===== src/rtl/silife_grid.sv =====
// Cellular-automaton grid (Life-like rules) that computes one generation per step,
// sweeping one row per cycle while keeping the old neighbouring rows in side buffers.
module silife_grid #(
    parameter int WIDTH     = 8,
    parameter int HEIGHT    = 8,
    parameter int WRAP      = 0,
    parameter int GEN_WIDTH = 16
) (
    input  logic                    clk,
    input  logic                    reset,
    input  logic                    step,
    input  logic [8:0]              birth_mask,
    input  logic [8:0]              survive_mask,
    input  logic [WIDTH*HEIGHT-1:0] set_cells,
    input  logic [WIDTH*HEIGHT-1:0] clear_cells,
    output logic [WIDTH*HEIGHT-1:0] cells,
    output logic                    busy,
    output logic                    done,
    output logic [GEN_WIDTH-1:0]    generation,
    output logic                    extinct
);
    localparam int N  = WIDTH * HEIGHT;
    localparam int RW = $clog2(HEIGHT);
    localparam logic [RW-1:0] LAST_ROW = RW'(HEIGHT - 1);

    typedef enum logic [1:0] {IDLE, UPDATE, DONE} state_t;

    state_t               state_q, state_d;
    logic [N-1:0]         cells_q, cells_d;
    logic [RW-1:0]        row_q, row_d;
    logic [WIDTH-1:0]     prev_buf_q, prev_buf_d;
    logic [WIDTH-1:0]     row0_buf_q, row0_buf_d;
    logic [8:0]           birth_q, birth_d;
    logic [8:0]           survive_q, survive_d;
    logic [GEN_WIDTH-1:0] gen_q, gen_d;

    logic [WIDTH-1:0]     above, mid, below, new_row;
    int                   base;

    // Column neighbour lookup; x is allowed one step outside the row on either side.
    function automatic logic col_bit(input logic [WIDTH-1:0] row, input int x);
        logic [WIDTH-1:0] sh;
        if (x < 0) return (WRAP != 0) ? row[WIDTH-1] : 1'b0;
        if (x >= WIDTH) return (WRAP != 0) ? row[0] : 1'b0;
        sh = row >> x;
        return sh[0];
    endfunction

    // Rows above/below come from untouched state or the buffers holding old rows.
    always_comb begin
        base = int'(row_q) * WIDTH;
        mid  = WIDTH'(cells_q >> base);
        if (row_q != '0)      above = prev_buf_q;
        else if (WRAP != 0)   above = cells_q[N-1 -: WIDTH];
        else                  above = '0;
        if (row_q != LAST_ROW) below = WIDTH'(cells_q >> (base + WIDTH));
        else if (WRAP != 0)    below = row0_buf_q;
        else                   below = '0;
    end

    always_comb begin
        logic [3:0] cnt;
        cnt     = 4'd0;
        new_row = '0;
        for (int x = 0; x < WIDTH; x++) begin
            cnt = 4'd0;
            for (int dx = -1; dx <= 1; dx++) begin
                cnt = cnt + {3'b000, col_bit(above, x + dx)} + {3'b000, col_bit(below, x + dx)};
                if (dx != 0) cnt = cnt + {3'b000, col_bit(mid, x + dx)};
            end
            new_row[x] = mid[x] ? survive_q[cnt] : birth_q[cnt];
        end
    end

    always_comb begin
        state_d    = state_q;
        cells_d    = cells_q;
        row_d      = row_q;
        prev_buf_d = prev_buf_q;
        row0_buf_d = row0_buf_q;
        birth_d    = birth_q;
        survive_d  = survive_q;
        gen_d      = gen_q;
        case (state_q)
            IDLE: begin
                // Edits land on the same edge as a step, so the update sees the edited grid.
                cells_d = (cells_q | set_cells) & ~clear_cells;
                if (step) begin
                    birth_d   = birth_mask;
                    survive_d = survive_mask;
                    row_d     = '0;
                    state_d   = UPDATE;
                end
            end
            UPDATE: begin
                cells_d[base +: WIDTH] = new_row;
                prev_buf_d = mid;
                if (row_q == '0) row0_buf_d = mid;
                if (row_q == LAST_ROW) begin
                    state_d = DONE;
                    gen_d   = gen_q + 1'b1;
                    row_d   = '0;
                end else begin
                    row_d = row_q + 1'b1;
                end
            end
            DONE:    state_d = IDLE;
            default: state_d = IDLE;
        endcase
    end

    always_ff @(posedge clk) begin
        if (!reset) begin
            state_q    <= IDLE;
            cells_q    <= '0;
            row_q      <= '0;
            prev_buf_q <= '0;
            row0_buf_q <= '0;
            birth_q    <= '0;
            survive_q  <= '0;
            gen_q      <= '0;
        end else begin
            state_q    <= state_d;
            cells_q    <= cells_d;
            row_q      <= row_d;
            prev_buf_q <= prev_buf_d;
            row0_buf_q <= row0_buf_d;
            birth_q    <= birth_d;
            survive_q  <= survive_d;
            gen_q      <= gen_d;
        end
    end

    assign cells      = cells_q;
    assign busy       = (state_q == UPDATE);
    assign done       = (state_q == DONE);
    assign generation = gen_q;
    assign extinct    = (cells_q == '0);

endmodule


===== config.mk =====
export PLATFORM = sky130hd
export DESIGN_NAME = silife_grid
export DESIGN_NICKNAME = d
export VERILOG_FILES = /design/src/rtl/silife_grid.sv
export SDC_FILE = /design/constraint.sdc
export NUM_CORES = 1
export LEC_CHECK = 0
export ABC_AREA = 1
export BUFFER_PORTS_ARGS = -buffer_cell sky130_fd_sc_hd__buf_2
export CORE_AREA = 2 2 181 183
export DETAILED_ROUTE_END_ITERATION = 8
export DIE_AREA = 0 0 183 185
export PLACE_DENSITY = 0.59
export SLEW_MARGIN = 20
export SYNTH_ARGS = -nofsm -noshare
export SYNTH_HDL_FRONTEND = slang
export SYNTH_SLANG_ARGS = --single-unit

===== constraint.sdc =====
create_clock -name clk -period 11.95 [get_ports clk]
set_clock_uncertainty 0.15 [all_clocks]
set_input_delay 2.39 -clock clk [delete_from_list [all_inputs] [get_ports clk]]
set_output_delay 2.39 -clock clk [all_outputs]
set_load 0.01 [all_outputs]

==> results.toml <==
[outcome]
status = "finished, final reports clean"

[place]
portBuffers = 231
pre_cts_ws_ns = 5.66
dp_hpwl_mm = 28.4
gp_congestion = 0.956

[worst_setup_path]
critPathArrivalTime_ns = 6.57
r2r_end = "cells[10]$_SDFFE_PN0P_"
r2r-start = "row_q[0]$_SDFFE_PN0P_"
ff2ff_path_depth = 23
cp_max_fo = 72
cp.required_ns = 12.10
path_delay_family = "adder cells"
crit_slowest_cell = "inv_2"
worst-path-buf-inv = 8
start_kind = "register"
reg2reg_slack_ns = 5.53
end_kind = "register"
crit_path_frequent_cell = "inv_1"
path_cells = "buf_4 -> inv_2 -> ha_1 -> ha_1 -> inv_1 -> nand2_1 -> inv_1 -> fa_1 -> inv_1 -> fa_1 -> fa_1 -> inv_1 -> ha_1 -> inv_1 -> fa_1 -> inv_1 -> nor2_1 -> nand3_1 -> nand2_1 -> nand3_1 -> nand2_1 -> nand4_1 -> a21oi_1"
path_class = "register to register"
critPathLaunch = "row_q[0]$_SDFFE_PN0P_"
slowest_delay_ns = 0.74

[cells_and_area]
diodes = 0
fill_cells = 3564
drive_gt1_share_pct = 16.6
final_util_pct = 35.6
area_growth_pct = 16.5
fin_nets = 1997

[cts]
clk_pin_slew_ns = 0.09
cts-resized-gates = 0
cts.sinks = 111
cts_buffer_depth = 2
root_buffer = "clkbuf_16"
htreeDepth = 3
cts_tree = "yes"
postCtsSetupRepairBufs = 0
clk_latency_ns = 0.38
postCtsHoldBufs = 0
cts_inserted_buffers = 9

[min_path]
hp-start = "generation[13]$_SDFFE_PN0P_"
hold_path.class = "register to register"
hold_end = "generation[13]$_SDFFE_PN0P_"
whs_path_depth = 2

[timing]
grt_setup_unrepaired = "no"
tightest_slew_ns = 0.983
fin_tns_setup_ns = 0
finalHoldViolCount = 0
slew-limit-headroom_pct = 33.9
final_max_slew_viol_count = 0
fin_ws_ns = 5.53
period_minus_slack_ns = 6.42
min_period_over_period_pct = 53.7
finalSetupViolCount = 0
fmax_mhz = 156

[logic_synthesis]
synthTopCellsByCount = "nand2_1, inv_1, nand3_1"
syn_area_sq_mm = 0.00980
seq_area_frac_synth_pct = 22.7
yosys.area.top_type = "dfxtp_1"
synth_cell_types = 41
ys_top_cells_by_area = "dfxtp_1, nand2_1, nand3_1, inv_1, a21oi_1"
syn_nets = 1832
post-synth-top-count-cell = "nand2_1"
yosysTopAreaCellShare_pct = 22.7
yosysWarnings = 0
avgSynthCellArea_sq_um = 6.02
synthFlopType = "dfxtp_1"
postSynthRegisterBits = 111
synth-async-reset-ratio_pct = 0
synthCells = 1628
synth_edf_count = 0

[drt]
vias_per_cell = 5.13
num_vias = 11300
finalWirelength_mm = 38.0
drc_errors = 0
drt_iter0_drc = 1101
drtAntennaViolNets = 0
avgRoutedWirePerCell_um = 17.2
dr.pass1.iters = 6

[floorplanning]
pin_count = 232
die_x_um = 183
die-area_sq_mm = 0.0339
core_area_sq_mm = 0.0320
chipHeight_um = 185
initial_core_util_pct = 30.6
rows = 66

[grt]
grt_start_max_net_pins = 81
grt_pass1_vias = 10300
grt_usage_pct = 21.8
grt_overflow = 0
antenna_found_initial = 0
grt_first_pass_wirelength_mm = 57.3

[pwr]
ir_drop_v = 0.0000811
p_total_mw = 1.67
powerDensity_mw_per_mm2 = 146
p_leak_nw = 5.40

[job]
maxCapViolCount = 0
logic make-up (layout without fill, tap and decap cells):
group,count (synthesis),in the layout,synth area share [%]
AND/OR/NAND/NOR,825,825,37.3
adder cells (fa/ha/maj),55,55,9.17
buffers and inverters,344,514,14.1
AO/OA/AOI/OAI,291,291,16.6
XOR/XNOR,2,2,0.179
flip-flops,111,111,22.7
flip-flops by register name, summed over array words and instances (netlist names):
register / count
row_q: 3
prev_buf_q: 8
state_q: 2
generation: 16
birth_q: 9
cells: 64
survive_q: 9
metrics by stage:
stage / cells / hold WS [ns] / cell area, sq um
2_1_floorplan: 1628 / 0.345 / 9800
3_3_place_gp: 2190 / 0.318 / 11100
3_5_place_dp: 2190 / 0.325 / 11100
4_1_cts: 2206 / 0.346 / 11400
5_1_grt: 2206 / 0.382 / 11400
6_report: 2206 / 0.342 / 11400
cell type report:
| cell class | instances | area, sq um | share of cell area (%) |
|---|---|---|---|
| multi-input cells | 1173 | 6200 | 54.3 |
| clock inverters | 7 | 66.3 | 0.581 |
| well taps | 408 | 510 | 4.47 |
| inverters | 261 | 985 | 8.63 |
| repair buffers | 237 | 1200 | 10.5 |
| clock buffers | 9 | 225 | 1.97 |
| flip-flops and latches | 111 | 2220 | 19.5 |
tightest hold or removal path, stage by stage (launching register included):
cell and delay, ns:
dfxtp_1 0.33, inv_1 0.06, a21oi_1 0.06
cells in the final DEF (no fill, tap or decap), types with 6 or more instances in the layout:
master       n
nor2_2       8
nor3_1      17
inv_2        9
o211ai_1     7
ha_1        27
o21ai_0     67
a22oi_1      9
buf_2      231
nand2_1    372
nand2_2     10
nand4_1     33
dfxtp_1    110
nor2_1     152
buf_4        6
clkbuf_16    9
fa_1        28
a21oi_1    149
a31oi_1     11
nand3_1    201
inv_1      248
nor4_1      17
o21a_1      40
how the worst max path moves through the flow:
| stage | depth (start not counted) | slack [ns] | endpoint |
|---|---|---|---|
| after floorplan | 24 | 7.02 | cells[22]$_SDFFE_PN0P_ |
| after global routing | 23 | 5.08 | cells[10]$_SDFFE_PN0P_ |
| final | 23 | 5.53 | cells[10]$_SDFFE_PN0P_ |
| after CTS | 23 | 5.61 | cells[42]$_SDFFE_PN0P_ |
| after global placement | 21 | 5.79 | cells[28]$_SDFFE_PN0P_ |
| after detailed placement | 23 | 5.66 | cells[26]$_SDFFE_PN0P_ |
power by group:
group / leakage, nW / internal (mW) / switching, mW
logic: 4.35 / 0.285 / 0.631
registers: 0.910 / 0.394 / 0.0480
clock network: 0.141 / 0.147 / 0.167
total: 5.40 / 0.826 / 0.846
routing by layer:
metal  vias to the layer above  routed length, um  GRT usage, %  part of all wire [%]
met5                         -                  0             0                     0
met4                         0               1020          7.46                   2.7
met3                        60               2280          3.38                   6.0
met2                       409              17900          36.2                    47
met1                      5267              16800          28.7                    44
li1                       5579                  -             -                     -
Note: power is estimated with default switching activity, not from simulation.
